File: src/rtl/cmp_pkg.sv
// Shared types for the compare-window statistics block: FSM states, compare
// results and small helpers.
package cmp_pkg;

   typedef enum logic {
      ACCUM  = 1'b0,
      REPORT = 1'b1
   } state_e;

   typedef enum logic [1:0] {
      GT = 2'd0,
      EQ = 2'd1,
      LT = 2'd2
   } cmp_res_e;

   function automatic cmp_res_e cmp_decode(input logic gt, input logic eq, input logic lt);
      cmp_res_e res;
      unique case ({gt, eq, lt})
         3'b100:  res = GT;
         3'b010:  res = EQ;
         default: res = LT;
      endcase
      return res;
   endfunction

   function automatic logic [3:0] abs_diff4(input logic [3:0] a, input logic [3:0] b);
      return (a >= b) ? (a - b) : (b - a);
   endfunction

endpackage

File: src/rtl/cmp_window_stats_if.sv
// Operand/summary bundle for cmp_window_stats. The max_diff signal exists only
// when CMP_STATS_MAXDIFF_EN is defined.
interface cmp_window_stats_if #(
   parameter int CNT_W = 4
);
   logic             in_valid;
   logic             in_ready;
   logic [3:0]       data_a;
   logic [3:0]       data_b;
   logic             flush;
   logic             out_valid;
   logic             out_ready;
   logic [CNT_W-1:0] cnt_gt;
   logic [CNT_W-1:0] cnt_eq;
   logic [CNT_W-1:0] cnt_lt;
`ifdef CMP_STATS_MAXDIFF_EN
   logic [3:0]       max_diff;
`endif

   modport master (
      output in_valid, data_a, data_b, flush, out_ready,
      input  in_ready, out_valid, cnt_gt, cnt_eq, cnt_lt
`ifdef CMP_STATS_MAXDIFF_EN
      , input max_diff
`endif
   );

   modport slave (
      input  in_valid, data_a, data_b, flush, out_ready,
      output in_ready, out_valid, cnt_gt, cnt_eq, cnt_lt
`ifdef CMP_STATS_MAXDIFF_EN
      , output max_diff
`endif
   );

endinterface

File: src/rtl/comparator_4b.sv
// Unsigned 4-bit magnitude comparator with one-hot gt/eq/lt outputs.
module comparator_4b (
   input  logic [3:0] a,
   input  logic [3:0] b,
   output logic       gt,
   output logic       eq,
   output logic       lt
);

   assign gt = (a > b);
   assign eq = (a == b);
   assign lt = (a < b);

endmodule

File: src/rtl/cmp_window_stats.sv
// Counts A>B / A==B / A<B over windows of WIN_LEN accepted pairs and presents
// each window summary with a valid/ready handshake. CMP_STATS_MAXDIFF_EN adds max_diff.
module cmp_window_stats
   import cmp_pkg::*;
#(
   parameter int WIN_LEN = 8,
   parameter int CNT_W   = $clog2(WIN_LEN + 1)
) (
   input logic               clk,
   input logic               rst_n,
   cmp_window_stats_if.slave bus
);

   localparam int              SMP_W    = $clog2(WIN_LEN);
   localparam logic [SMP_W-1:0] SMP_LAST = SMP_W'(WIN_LEN - 1);

   state_e           state_q, state_d;
   logic [SMP_W-1:0] smp_q, smp_d;
   logic [CNT_W-1:0] gt_q, gt_d;
   logic [CNT_W-1:0] eq_q, eq_d;
   logic [CNT_W-1:0] lt_q, lt_d;
`ifdef CMP_STATS_MAXDIFF_EN
   logic [3:0]       max_q, max_d;
   logic [3:0]       diff;
`endif

   logic     cmp_gt, cmp_eq, cmp_lt;
   cmp_res_e cmp_res;

   comparator_4b u_cmp (
      .a  (bus.data_a),
      .b  (bus.data_b),
      .gt (cmp_gt),
      .eq (cmp_eq),
      .lt (cmp_lt)
   );

   assign cmp_res = cmp_decode(cmp_gt, cmp_eq, cmp_lt);
`ifdef CMP_STATS_MAXDIFF_EN
   assign diff    = abs_diff4(bus.data_a, bus.data_b);
`endif

   always_comb begin
      // NOTE: every signal gets its hold value first so no path leaves it unassigned (no latch).
      state_d = state_q;
      smp_d   = smp_q;
      gt_d    = gt_q;
      eq_d    = eq_q;
      lt_d    = lt_q;
`ifdef CMP_STATS_MAXDIFF_EN
      max_d   = max_q;
`endif
      unique case (state_q)
         ACCUM: begin
            if (bus.flush) begin
               // Flush beats a pair offered in the same cycle.
               smp_d = '0;
               gt_d  = '0;
               eq_d  = '0;
               lt_d  = '0;
`ifdef CMP_STATS_MAXDIFF_EN
               max_d = '0;
`endif
            end else if (bus.in_valid) begin
               unique case (cmp_res)
                  GT:      gt_d = gt_q + CNT_W'(1);
                  EQ:      eq_d = eq_q + CNT_W'(1);
                  default: lt_d = lt_q + CNT_W'(1);
               endcase
`ifdef CMP_STATS_MAXDIFF_EN
               if (diff > max_q) max_d = diff;
`endif
               if (smp_q == SMP_LAST) begin
                  smp_d   = '0;
                  state_d = REPORT;
               end else begin
                  smp_d = smp_q + SMP_W'(1);
               end
            end
         end
         REPORT: begin
            if (bus.out_ready) begin
               gt_d    = '0;
               eq_d    = '0;
               lt_d    = '0;
`ifdef CMP_STATS_MAXDIFF_EN
               max_d   = '0;
`endif
               state_d = ACCUM;
            end
         end
         default: state_d = ACCUM;
      endcase
   end

   always_ff @(posedge clk) begin
      // NOTE: reset is synchronous, so it lives inside the clocked branch; state uses <= only.
      if (!rst_n) begin
         state_q <= ACCUM;
         smp_q   <= '0;
         gt_q    <= '0;
         eq_q    <= '0;
         lt_q    <= '0;
`ifdef CMP_STATS_MAXDIFF_EN
         max_q   <= '0;
`endif
      end else begin
         state_q <= state_d;
         smp_q   <= smp_d;
         gt_q    <= gt_d;
         eq_q    <= eq_d;
         lt_q    <= lt_d;
`ifdef CMP_STATS_MAXDIFF_EN
         max_q   <= max_d;
`endif
      end
   end

   assign bus.in_ready  = (state_q == ACCUM);
   assign bus.out_valid = (state_q == REPORT);
   assign bus.cnt_gt    = gt_q;
   assign bus.cnt_eq    = eq_q;
   assign bus.cnt_lt    = lt_q;
`ifdef CMP_STATS_MAXDIFF_EN
   assign bus.max_diff  = max_q;
`endif

endmodule

File: src/flat_wrapper.sv
// flat-port wrapper written by rule: the top's interface ports become plain ports
module cmp_window_stats_flat import cmp_pkg::*;
#(
   parameter int WIN_LEN = 8,
   parameter int CNT_W   = $clog2(WIN_LEN + 1)
)
  (clk, rst_n, bus_in_valid, bus_data_a, bus_data_b, bus_flush, bus_out_ready, bus_in_ready, bus_out_valid, bus_cnt_gt, bus_cnt_eq, bus_cnt_lt);
  cmp_window_stats_if #(.CNT_W(CNT_W)) bus_i ();
  input logic clk;
  input logic rst_n;
  input wire logic [$bits(bus_i.in_valid)-1:0] bus_in_valid;
  input wire logic [$bits(bus_i.data_a)-1:0] bus_data_a;
  input wire logic [$bits(bus_i.data_b)-1:0] bus_data_b;
  input wire logic [$bits(bus_i.flush)-1:0] bus_flush;
  input wire logic [$bits(bus_i.out_ready)-1:0] bus_out_ready;
  output wire logic [$bits(bus_i.in_ready)-1:0] bus_in_ready;
  output wire logic [$bits(bus_i.out_valid)-1:0] bus_out_valid;
  output wire logic [$bits(bus_i.cnt_gt)-1:0] bus_cnt_gt;
  output wire logic [$bits(bus_i.cnt_eq)-1:0] bus_cnt_eq;
  output wire logic [$bits(bus_i.cnt_lt)-1:0] bus_cnt_lt;
  assign bus_i.in_valid = bus_in_valid;
  assign bus_i.data_a = bus_data_a;
  assign bus_i.data_b = bus_data_b;
  assign bus_i.flush = bus_flush;
  assign bus_i.out_ready = bus_out_ready;
  assign bus_in_ready = bus_i.in_ready;
  assign bus_out_valid = bus_i.out_valid;
  assign bus_cnt_gt = bus_i.cnt_gt;
  assign bus_cnt_eq = bus_i.cnt_eq;
  assign bus_cnt_lt = bus_i.cnt_lt;
  cmp_window_stats #(.WIN_LEN(WIN_LEN), .CNT_W(CNT_W)) u_core (.clk(clk), .rst_n(rst_n), .bus(bus_i));
endmodule
File: config.mk
export PLATFORM = sky130hd
export DESIGN_NAME = cmp_window_stats_flat
export DESIGN_NICKNAME = d
export VERILOG_FILES = /design/src/rtl/cmp_pkg.sv /design/src/rtl/cmp_window_stats_if.sv /design/src/rtl/comparator_4b.sv /design/src/rtl/cmp_window_stats.sv /design/src/flat_wrapper.sv
export SDC_FILE = /design/constraint.sdc
export NUM_CORES = 1
export LEC_CHECK = 0
export ABC_AREA = 0
export ABC_CLOCK_PERIOD_IN_PS = 2700
export BUFFER_PORTS_ARGS = -buffer_cell sky130_fd_sc_hd__buf_4
export CORE_UTILIZATION = 49
export CTS_CLUSTER_SIZE = 40
export DETAILED_ROUTE_END_ITERATION = 16
export PLACE_DENSITY = 0.79
export SYNTH_ARGS = -nofsm -noshare
export SYNTH_HDL_FRONTEND = slang
export SYNTH_SLANG_ARGS = --single-unit
File: constraint.sdc
create_clock -name clk -period 2.7 [get_ports clk]
set_clock_uncertainty 0.1 [all_clocks]
set_input_delay 0.54 -clock clk [delete_from_list [all_inputs] [get_ports clk]]
set_output_delay 0.54 -clock clk [all_outputs]
set_load 0.03 [all_outputs]
==> key figures <==
Drt
  – WL final: about 2100 um
  – DRC: 0
  – First DRT Iteration DRCs: 33
  – First-pass iteration count of the detailed router: 4
  – Wire per inst: 12.4 um
  – Avg Vias per Cell: roughly 5.6
  – Via Count: approximately 940
  – Antenna Violating Nets Remaining: 0

Floorplan
  – DIE AREA: between 2000 and 2500 um^2
  – Num ports: 27
  – Core ar.: 1730 um^2
  – Die W: around 45 um
  – # rows: 15
  – Overall die height: 44.8 um
  – Initial Utilization: 0.520

Clock tree
  – Clock Path Buffers: 2
  – H-tree depth: 1
  – Total CTS buffers: 3
  – CTS clock-pin slew for the worst setup and hold paths: 90 ps
  – CTS Sinks: 16
  – Setup bufs post-CTS: 0
  – Resized Gates After CTS: 0
  – Hold buffer count at cts: 0
  – Clk_lat worst skew: a little under 300 ps
  – CTS tree: built
  – Root Buffer: clkbuf_4

Power
  – Seq pwr share: 0.496
  – Sw Share: 0.271
  – Cell Pwr Density: around 420 nW/um^2
  – Logic pwr share: 0.179
  – Internal cell power: about 360 uW
  – Clock power frac: 0.325
  – Worst VDD drop: between 0.3 and 0.4 mV
  – Switching power total: about 130 uW
  – Leakage Power: approximately 0.52 nW

Placement
  – HPWL Detailed: 1600 um
  – Inst Count DP: between 150 and 200
  – PortBufs: 26
  – Final GP Congestion: ~0.8

Critical path
  – Slowest cell on crit path: or4_1
  – Worst Path Max Fanout: 5
  – Worst path max stage delay: 520 ps
  – WP data required: between 2000 and 3000 ps
  – CP Launch Type: input pin
  – Worst Path Buf+Inv: 2
  – Critical path type: input pin to flip-flop
  – Family with the most delay on the worst path: simple AND/OR/NAND/NOR gates
  – CP cell instances: buf_4 -> inv_1 -> ha_1 -> a21oi_1 -> nand2_1 -> or4_1 -> a31oi_1
  – Crit end category: flip-flop
  – CP arrival: approximately 2200 ps

Synth
  – Ys Warns: 0
  – Avg Inst Size Synth: 7.94 um^2
  – Post-Syn Instances: around 110
  – Fraction of the yosys area taken by sequential cells: 0.357
  – Post-synthesis cell type count: 26
  – Synth Net Count: approximately 140
  – FF+latch count, synth: 16
  – Area of the mapped netlist: 897 um^2

Final layout
  – Non-Filler Instances: between 150 and 200
  – Fill count: about 160
  – Final nets: between 150 and 200
  – Area growth from synthesis to layout: 31.0%
  – # diodes: 0
  – Layout cell share with drive strength beyond 1: 0.243
  – Final Util: 0.680

Outcome
  – Status: complete, no violations

Global routing
  – Vias in the first global route: 814
  – GRT overflow: 0
  – Gr usage total: 0.222
  – Initial antenna violation count: 0
  – First-pass GRT wire length: ~3300 um
  – Largest net degree at the start of global routing: 14

Hold path
  – Hold Crit Class: flip-flop to flip-flop

Timing
  – Period minus WS final: 2030 ps
  – Worst rel slew slack: 0.706
  – Setup-failing EPs final: 0
  – Max Fclk: just under 500 MHz
  – Worst-margin pin slew: roughly 440 ps
  – Final period util: 0.753
  – Worst hold margin: slightly above 400 ps
  – RSZ-0062 raised after global routing: false
  – Final Hold Violating Endpoints: 0
  – Pins Over Slew Limit: 0
  – Setup TNS: 0 ps

Job
  – Max_cap viols: 0
[registers in the layout (all words and copies together), names as in the netlist]
| signal | flops |
|---|---|
| u_core.bus.cnt_eq | 4 |
| u_core.bus.cnt_gt | 4 |
| u_core.bus.cnt_lt | 4 |
| u_core.smp_q | 3 |
| u_core.bus.out_valid | 1 |
[synth_stat cells, drive strengths merged]
library cell  instances  share of area
or2                   1         0.0070
a21o                  1         0.0084
o21ai                 5          0.032
nand2b                4          0.028
a21bo                 1          0.011
dfxtp                16           0.36
nor3                  1         0.0056
nand4b                1         0.0098
a41oi                 1         0.0098
or2b                  1         0.0084
clkinv                1         0.0042
o211ai                3          0.025
or3                   1         0.0070
ha                    9           0.13
nand2                15          0.063
nand3                 6          0.033
or4                   3          0.025
nor2                  9          0.038
nand4                 3          0.021
clkbuf                2         0.0084
a31oi                 5          0.035
o22ai                 6          0.042
a22oi                 2          0.017
a21oi                 9          0.050
inv                   7          0.029
[metal layers]
metal	GRT usage	routed length, um
met4	0.0788	27
met5	0	0
met3	0.0440	110
met2	0.379	956
met1	0.277	999
[area by class of cell]
| class | count | area (um^2) | area share |
|---|---|---|---|
| Sequential cell | 16 | 320 | 0.273 |
| Inverter | 8 | 30.0 | 0.0256 |
| Multi-Input combinational cell | 87 | 539 | 0.459 |
| Clock buffer | 4 | 36.3 | 0.0309 |
| Timing Repair Buffer | 29 | 218 | 0.185 |
| Tap cell | 25 | 31.3 | 0.0266 |
[final timing paths]
path / from / end / slack (ps) / cells after the start
min reg2reg: u_core.bus.cnt_eq[3] / u_core.bus.cnt_eq[3] / 400 / 2
max reg2reg: u_core.bus.out_valid / u_core.bus.cnt_gt[1] / 1000 / 6
min: u_core.bus.cnt_eq[3] / u_core.bus.cnt_eq[3] / 400 / 2
max: bus_data_b[3] / u_core.bus.cnt_lt[3] / 670 / 7
[power groups by stage]
| stage | logic (mW) | clock network [mW] | registers [mW] |
|---|---|---|---|
| finish | 0.0883 | 0.160 | 0.245 |
| global placement | 0.0843 | 0 | 0.250 |
| detailed placement | 0.0872 | 0 | 0.250 |
| floorplan | 0.0474 | 0 | 0.255 |
| global route | 0.0987 | 0.176 | 0.245 |
| CTS | 0.0877 | 0.163 | 0.245 |
[through the flow]
step | cell area, um^2 | power [mW] | setup slack [ps]
floorplan | 897 | 0.303 | 601
global placement | 1140 | 0.334 | 436
detailed placement | 1140 | 0.337 | 404
CTS | 1170 | 0.496 | 686
global route | 1170 | 0.520 | 539
finish | 1170 | 0.493 | 666
[layout by cell type, fill, tap and decap left out]
cell	instances
buf_4	29
dfxtp_1	16
nand2_1	15
a21oi_1	9
nor2_1	9
ha_1	9
inv_1	7
nand3_1	6
o22ai_1	6
a31oi_1	5
nand2b_1	4
o21ai_0	4
nand4_1	3
or4_1	3
o211ai_1	3
clkbuf_4	3
a22oi_1	2
a21o_1	1
or2b_1	1
or2_2	1
o21ai_2	1
clkinv_1	1
a21bo_1	1
a41oi_1	1
or3_1	1
nor3_1	1
nand4b_1	1
clkbuf_8	1
[worst reg2reg max path: stages, from the launching register on]
cell and delay [ps]:
dfxtp_1 390, or2_2 210, o21ai_2 60, buf_4 170, nor2_1 360, nand3_1 190, o22ai_1 190
[cells by family after synthesis]
| kind of cell | after synthesis | share of synthesized area |
|---|---|---|
| AO/OA/AOI/OAI | 33 | 0.230 |
| adder cells (fa/ha/maj) | 9 | 0.126 |
| buffers and inverters | 10 | 0.0418 |
| flip-flops | 16 | 0.357 |
| AND/OR/NAND/NOR | 45 | 0.245 |
Power figures use the tool's default switching activity.
